**config.mk**
```make
export PLATFORM = sky130hd
export DESIGN_NAME = multicycle_controller
export DESIGN_NICKNAME = d
export VERILOG_FILES = /design/src/rtl/multicycle_controller.sv
export SDC_FILE = /design/constraint.sdc
export NUM_CORES = 1
export LEC_CHECK = 0
export BUFFER_PORTS_ARGS = -buffer_cell sky130_fd_sc_hd__buf_2
export CAP_MARGIN = 20
export CORE_MARGIN = 1.5
export CORE_UTILIZATION = 45
export CTS_CLUSTER_DIAMETER = 200
export CTS_CLUSTER_SIZE = 20
export DETAILED_ROUTE_END_ITERATION = 10
export PLACE_DENSITY = 0.78
export SLEW_MARGIN = 10
export SYNTH_ARGS = -nofsm -noshare
export SYNTH_HDL_FRONTEND = slang
export SYNTH_SLANG_ARGS = --single-unit
```
**constraint.sdc**
```tcl
create_clock -name clk -period 2.3 [get_ports clk]
set_input_delay 0.345 -clock clk [delete_from_list [all_inputs] [get_ports clk]]
set_output_delay 0.345 -clock clk [all_outputs]
set_load 0.01 [all_outputs]
```
**src/rtl/multicycle_controller.sv**
```systemverilog
// Control FSM for the shared-memory, single-ALU multi-cycle datapath.
// Sequences fetch/decode/execute/memory/writeback, stalls on mem_ready and counts retired instructions.
module multicycle_controller #(
  parameter int CNT_W = 16
) (
  input  logic             clk,
  input  logic             reset,
  input  logic [5:0]       I,
  input  logic             mem_ready,
  output logic             PCWrite,
  output logic             IRWrite,
  output logic             IorD,
  output logic             MemR,
  output logic             MemW,
  output logic             Regdst,
  output logic             RegW,
  output logic             MemtoReg,
  output logic             ALUSrcA,
  output logic [1:0]       ALUSrcB,
  output logic [1:0]       ALUop,
  output logic             illegal_op,
  output logic             retire,
  output logic [CNT_W-1:0] instr_count,
  output logic [2:0]       state
);

  // Handshake: mem_ready=1 in FETCH, MEM_RD or MEM_WR completes the access that
  // cycle; while it is 0 the FSM holds and keeps the request asserted.
  typedef enum logic [2:0] {
    FETCH  = 3'd0,
    DECODE = 3'd1,
    EXEC_R = 3'd2,
    WB_R   = 3'd3,
    ADDR   = 3'd4,
    MEM_RD = 3'd5,
    WB_MEM = 3'd6,
    MEM_WR = 3'd7
  } state_t;

  localparam logic [5:0] OP_ADD = 6'd1;
  localparam logic [5:0] OP_SUB = 6'd3;
  localparam logic [5:0] OP_AND = 6'd5;
  localparam logic [5:0] OP_OR  = 6'd7;
  localparam logic [5:0] OP_LW  = 6'd2;
  localparam logic [5:0] OP_SW  = 6'd4;

  state_t     cur;
  logic [5:0] op_q;
  logic       is_rtype;
  logic       is_mem;
  logic       retire_raw;

  assign is_rtype = (I == OP_ADD) || (I == OP_SUB) || (I == OP_AND) || (I == OP_OR);
  assign is_mem   = (I == OP_LW) || (I == OP_SW);

  assign retire_raw = (cur == WB_R) || (cur == WB_MEM) || ((cur == MEM_WR) && mem_ready);

  always_ff @(posedge clk) begin
    if (reset) begin
      cur         <= FETCH;
      op_q        <= 6'd0;
      instr_count <= '0;
    end else begin
      if (retire_raw) instr_count <= instr_count + {{(CNT_W-1){1'b0}}, 1'b1};
      case (cur)
        FETCH:  if (mem_ready) cur <= DECODE;
        DECODE: begin
          op_q <= I;
          if (is_rtype)    cur <= EXEC_R;
          else if (is_mem) cur <= ADDR;
          else             cur <= FETCH;
        end
        EXEC_R: cur <= WB_R;
        WB_R:   cur <= FETCH;
        ADDR:   cur <= (op_q == OP_LW) ? MEM_RD : MEM_WR;
        MEM_RD: if (mem_ready) cur <= WB_MEM;
        WB_MEM: cur <= FETCH;
        MEM_WR: if (mem_ready) cur <= FETCH;
        default: cur <= FETCH;
      endcase
    end
  end

  // Reset overrides every decoded output in the same cycle.
  always_comb begin
    PCWrite    = 1'b0;
    IRWrite    = 1'b0;
    IorD       = 1'b0;
    MemR       = 1'b0;
    MemW       = 1'b0;
    Regdst     = 1'b0;
    RegW       = 1'b0;
    MemtoReg   = 1'b0;
    ALUSrcA    = 1'b0;
    ALUSrcB    = 2'b00;
    ALUop      = 2'b00;
    illegal_op = 1'b0;
    retire     = 1'b0;
    state      = 3'd0;
    if (!reset) begin
      state = cur;
      case (cur)
        FETCH: begin
          MemR    = 1'b1;
          ALUSrcB = 2'b01;
          IRWrite = mem_ready;
          PCWrite = mem_ready;
        end
        DECODE: illegal_op = !(is_rtype || is_mem);
        EXEC_R: begin
          ALUSrcA = 1'b1;
          case (op_q)
            OP_SUB:  ALUop = 2'b01;
            OP_AND:  ALUop = 2'b10;
            OP_OR:   ALUop = 2'b11;
            default: ALUop = 2'b00;
          endcase
        end
        WB_R: begin
          Regdst = 1'b1;
          RegW   = 1'b1;
          retire = 1'b1;
        end
        ADDR: begin
          ALUSrcA = 1'b1;
          ALUSrcB = 2'b10;
        end
        MEM_RD: begin
          MemR = 1'b1;
          IorD = 1'b1;
        end
        WB_MEM: begin
          RegW     = 1'b1;
          MemtoReg = 1'b1;
          retire   = 1'b1;
        end
        MEM_WR: begin
          MemW   = 1'b1;
          IorD   = 1'b1;
          retire = mem_ready;
        end
        default: ;
      endcase
    end
  end

endmodule

```
==> impl_metrics.py, run 1 <==
metrics = {
    "yosys": {
        "synth_edf_count": 0,
        "async_flop_share": 0,
        "syn_area_sq_um": 1340,
        "synth.avg_cell_area_sq_um": 7.94,
        "syn-instance-count": 169,
        "synth_seq_cells": 25,
        "ys.flop_type": "dfxtp_1",
        "ys_warn_count": 0,
        "ys_types": 41,
        "syn_nets": 179,
        "yosysSeqAreaShare": 0.373,
    },
    "cts": {
        "cts_buffer_depth": 2,
        "cts_tree": "yes",
        "clk_pin_slew_ns": 0.12,
        "clkLatencyLatePin_ns": 0.31,
        "post_cts_buffers": 0,
        "cts_root_buffer": "clkbuf_4",
        "cts_resized": 0,
        "ctsHoldBuffers": 0,
        "htree_levels": 1,
        "cts_sinks": 25,
        "cts_made_buffers": 3,
    },
    "floorplan": {
        "coreArea_sq_um": 2810,
        "row_count": 19,
        "dieWidth_um": 57.6,
        "top_level_ports": 43,
        "start_util": 0.479,
        "dieArea_sq_um": 3320,
        "die_h_um": 57.6,
    },
    "routing": {
        "via_per_inst": 5.44,
        "wirelength_mm": 2.82,
        "detail-route-antenna-nets": 0,
        "dr.pass1.iters": 7,
        "drt-initial-drc-count": 87,
        "wl_per_cell_um": 11.7,
        "num_vias": 1311,
        "drc": 6,
    },
    "finish": {
        "layout_common_cells": "buf_2, nor2_1, dfxtp_1",
        "layout-drive-gt1-share": 0.271,
        "syn_to_final_growth_pct": 19.3,
        "fill_cells": 264,
        "final_cells": 241,
        "fin_nets": 221,
        "final_common_cell": "buf_2",
        "diodes": 0,
    },
    "global_routing": {
        "grt_pass1_vias": 1077,
        "grtUsageTotal": 0.175,
        "antenna_found_initial": 0,
        "grt_first_pass_wirelength_mm": 4.67,
        "grt_overflow": 0,
        "grt_max_degree": 21,
    },
    "hold_path": {
        "worstHoldStart": "I[2]",
        "min_path_type": "in -> reg",
        "whs_endpoint": "op_q[2]",
        "min_path_cells": 3,
    },
    "sta": {
        "final_hold_viol_count": 0,
        "fmax_mhz": 487,
        "grt_setup_unrepaired": "no",
        "finalCriticalPeriod_ns": 2.06,
        "relSlewSlack": 0.759,
        "setup_viol": 0,
        "fin_crit_sh": 0.894,
        "slew_viol_final": 0,
        "worstMarginPinSlew_ns": 0.353,
        "clock_skew_ns": 0.00326,
        "tns_ns": 0,
    },
    "setup_path": {
        "arrival_ns": 1.71,
        "reg2regPathDepth": 5,
        "cp-end-kind": "primary output",
        "cp_data_required_time_ns": 1.96,
        "start_kind": "register",
        "setup.worst_path.class": "reg -> out",
        "rr_endpoint": "instr_count[14]",
        "path_max_fanout": 9,
        "r2r_start": "instr_count[0]",
        "regToRegSetupSlack_ns": 0.43,
    },
    "placed_design": {
        "placed_cells": 237,
        "portBuffers": 42,
        "dp_hpwl_mm": 2.11,
        "routabilityCongestion": 0.792,
    },
    "flow_run": {
        "drv_cap": 0,
    },
    "power": {
        "irDropWorstVdd_uv": 231,
        "p_leak_nw": 0.669,
        "power_density_nw_per_um2": 440,
    },
    "status": {
        "status": "finished, violations left",
        "failed_checks": "design-rule violations",
    },
}
registers in the layout, summed over array words and instances (netlist names):
name and count:
cur 3, instr_count 16, op_q 6
synth_stat cells, drive strengths merged (4+ instances only):
cell type / number / area [sq um]
nand2: 7 / 26.3
nand4: 4 / 25.0
xnor2: 8 / 70.1
mux2i: 4 / 40.0
or3: 6 / 37.5
nor3: 6 / 30.0
dfxtp: 25 / 500
a21oi: 14 / 70.1
nor3b: 4 / 30.0
o21ai: 9 / 48.8
clkbuf: 5 / 18.8
inv: 7 / 26.3
buf: 6 / 42.5
nor2: 28 / 105
nand3: 4 / 20.0
final cells by class:
| type | count | area (sq um) | share of cell area |
|---|---|---|---|
| Multi-Input combinational cell | 126 | 754 | 0.471 |
| Clock buffer | 4 | 26.3 | 0.0164 |
| Tap cell | 31 | 38.8 | 0.0242 |
| Timing Repair Buffer | 48 | 255 | 0.159 |
| Sequential cell | 25 | 500 | 0.312 |
| Inverter | 7 | 26.3 | 0.0164 |
metal layers:
metal,share of wire,wire length (um),GRT usage,up-vias
met5,0,0,0,-
met1,0.49,1380,0.236,593
li1,-,-,-,684
met4,0.022,61,0.0764,0
met2,0.45,1280,0.281,28
met3,0.036,101,0.0246,6
cells by family after synthesis:
family,Yosys count,share of synthesized area
xor gates and xnor gates,8,0.0522
muxes,5,0.0382
buffers and inverters,18,0.0652
AOI/OAI and AO/OA,31,0.137
and+or+nand+nor,81,0.325
DFF,25,0.373
adders and majority gates,1,0.00932
metrics by stage:
| stage | util | setup WS [ns] | instance area, sq um | hold WS [ns] | total power [mW] |
|---|---|---|---|---|---|
| finish | 0.571 | 0.245 | 1600 | 0.283 | 0.704 |
| CTS | 0.571 | 0.206 | 1600 | 0.282 | 0.713 |
| global route | 0.571 | 0.0137 | 1600 | 0.282 | 0.743 |
| detailed placement | 0.562 | 0.353 | 1580 | 0.476 | 0.529 |
| global placement | 0.562 | 0.407 | 1580 | 0.469 | 0.528 |
| floorplan | - | 0.352 | 1340 | 0.461 | 0.505 |
report_power, final:
part	leakage, nW	switching [mW]	internal (mW)	total, mW
logic	0.452	0.0433	0.0315	0.0748
registers	0.202	0.00430	0.440	0.444
clock network	0.0150	0.118	0.0677	0.185
critical path: stages, from the launching register on:
cell,delay [ns]
dfxtp_1,0.40
buf_4,0.18
nor3b_1,0.27
inv_1,0.06
a2111oi_0,0.29
buf_2,0.20
worst max path at each step:
stage          slack, ns         endpoint      start
2_1_floorplan       0.35       illegal_op     cur[0]
5_1_grt             0.01       illegal_op     cur[0]
3_5_place_dp        0.35  instr_count[14]  mem_ready
3_3_place_gp        0.41  instr_count[10]  mem_ready
6_report            0.24       illegal_op     cur[0]
4_1_cts             0.21       illegal_op     cur[0]
No activity file was read; power rests on OpenSTA's default activity.
==> inputs of run 2 (changes only) <==
==> constraint.sdc (replaced) <==
create_clock -name clk -period 2.3 [get_ports clk]
set_input_delay 0.23 -clock clk [delete_from_list [all_inputs] [get_ports clk]]
set_output_delay 0.23 -clock clk [all_outputs]
set_load 0.01 [all_outputs]
==> impl_metrics.py, run 2 (same netlist as run 1, synthesis figures left out) <==
metrics = {
    "status": {
        "status": "finished, violations left",
        "failed_checks": "design-rule violations",
    },
    "placed_design": {
        "dp_hpwl_mm": 1.98,
        "routabilityCongestion": 0.835,
        "portBuffers": 42,
        "placed_cells": 235,
    },
    "setup_path": {
        "crit_chain": "o21ai_2, or3_1, or4_1, a21oi_1",
        "cp_data_required_time_ns": 2.56,
        "critical_path.max_stage_delay_ns": 0.56,
        "crit_family": "simple AND/OR/NAND/NOR gates",
        "cp-end-kind": "register",
        "setup.worst_path.class": "reg -> reg",
        "path_max_fanout": 11,
        "slowest_stage": "dfxtp_1",
        "path_buf_inv": 0,
        "start_kind": "register",
        "arrival_ns": 2.24,
    },
    "floorplan": {
        "die_h_um": 57.6,
        "coreArea_sq_um": 2810,
        "row_count": 19,
        "start_util": 0.479,
        "top_level_ports": 43,
        "dieArea_sq_um": 3320,
        "dieWidth_um": 57.6,
    },
    "cts": {
        "cts_buffer_depth": 2,
        "cts_tree": "yes",
        "cts_sinks": 25,
        "cts_made_buffers": 3,
        "post_cts_buffers": 0,
        "cts_root_buffer": "clkbuf_4",
        "cts_resized": 0,
        "htree_levels": 1,
        "clk_pin_slew_ns": 0.14,
        "clkLatencyLatePin_ns": 0.32,
        "ctsHoldBuffers": 0,
    },
    "finish": {
        "fin_nets": 219,
        "layout-drive-gt1-share": 0.269,
        "layout_common_cells": "buf_2, nor2_1, dfxtp_1",
        "fin_util": 0.566,
        "final_cells": 239,
        "diodes": 0,
        "syn_to_final_growth_pct": 18.3,
        "largest_register_ffs": 16,
        "top_regs": "instr_count (16), op_q (6), cur (3)",
        "max_flop_register": "instr_count",
        "final_common_cell": "buf_2",
        "fill_cells": 273,
    },
    "global_routing": {
        "grt_pass1_vias": 1034,
        "grt_overflow": 0,
        "grt_first_pass_wirelength_mm": 4.60,
        "antenna_found_initial": 0,
        "grtUsageTotal": 0.173,
        "grt_max_degree": 36,
    },
    "routing": {
        "via_per_inst": 5.25,
        "num_vias": 1254,
        "wl_met1_mm": 1.40,
        "top_layer": "met4",
        "drc": 6,
        "drt-initial-drc-count": 85,
        "dr_wl_met2_mm": 1.18,
        "detail-route-antenna-nets": 0,
        "dr.pass1.iters": 7,
        "wl_per_cell_um": 11.4,
        "wirelength_mm": 2.73,
        "wl_met3_um": 108,
    },
    "sta": {
        "grt_setup_unrepaired": "no",
        "setup_viol": 0,
        "final_hold_viol_count": 0,
        "relSlewSlack": 0.601,
        "worstMarginPinSlew_ns": 0.599,
        "fin_crit_sh": 0.860,
        "tns_ns": 0,
        "clock_skew_ns": 0.0119,
        "slew_viol_final": 0,
        "finalCriticalPeriod_ns": 1.98,
        "fmax_mhz": 505,
    },
    "power": {
        "irDropWorstVdd_uv": 171,
        "power_density_nw_per_um2": 447,
        "power_mw": 0.709,
        "p_leak_nw": 0.662,
    },
    "flow_run": {
        "drv_cap": 0,
    },
    "hold_path": {
        "min_path_type": "in -> reg",
    },
}
## run 2: cell count changes in the layout (fill, tap and decap cells not counted), sizes merged
cell and delta:
buf -2, clkbuf -1, clkinv +1
## run 2: final cells by class
cell class                 count  area, sq um  area share
timing repair buffer          46          240       0.151
inverter                       7         26.3      0.0165
clock buffer                   3         22.5      0.0142
tap                           31         38.8      0.0244
multi-input combinational    126          754       0.475
sequential                    25          500       0.315
clock inverter                 1         5.00     0.00315
## run 2: final timing paths
kind | endpoint | depth (start not counted) | start | slack (ns)
min | op_q[5] | 3 | I[5] | 0.17
max reg2reg | instr_count[10] | 4 | cur[0] | 0.32
max | instr_count[10] | 4 | cur[0] | 0.32
min reg2reg | instr_count[15] | 2 | instr_count[15] | 0.49
## run 2: stage by stage
| step | worst slack [ns] | hold WS (ns) | instance area, sq um |
|---|---|---|---|
| floorplan | 0.467 | 0.369 | 1340 |
| global placement | 0.408 | 0.469 | 1560 |
| detailed placement | 0.365 | 0.478 | 1560 |
| CTS | 0.324 | 0.161 | 1590 |
| global route | 0.182 | 0.170 | 1590 |
| finish | 0.322 | 0.170 | 1590 |
## run 2: routing by layer
metal,vias to the layer above,global-route usage
met5,-,0
met4,0,0.0698
met3,2,0.0290
met2,25,0.244
met1,555,0.260
li1,672,-
## run 2: worst min-delay path, stage by stage
cell and delay, ns:
buf_2 0.09, mux2i_1 0.06, nor2_1 0.07
## run 2: where the power goes
part	switching, mW	total [mW]	internal [mW]	leakage [nW]
Clock	0.128	0.193	0.0650	0.0177
Sequential	0.00634	0.446	0.440	0.202
Combinational	0.0410	0.0699	0.0289	0.442
Total	0.175	0.709	0.534	0.662
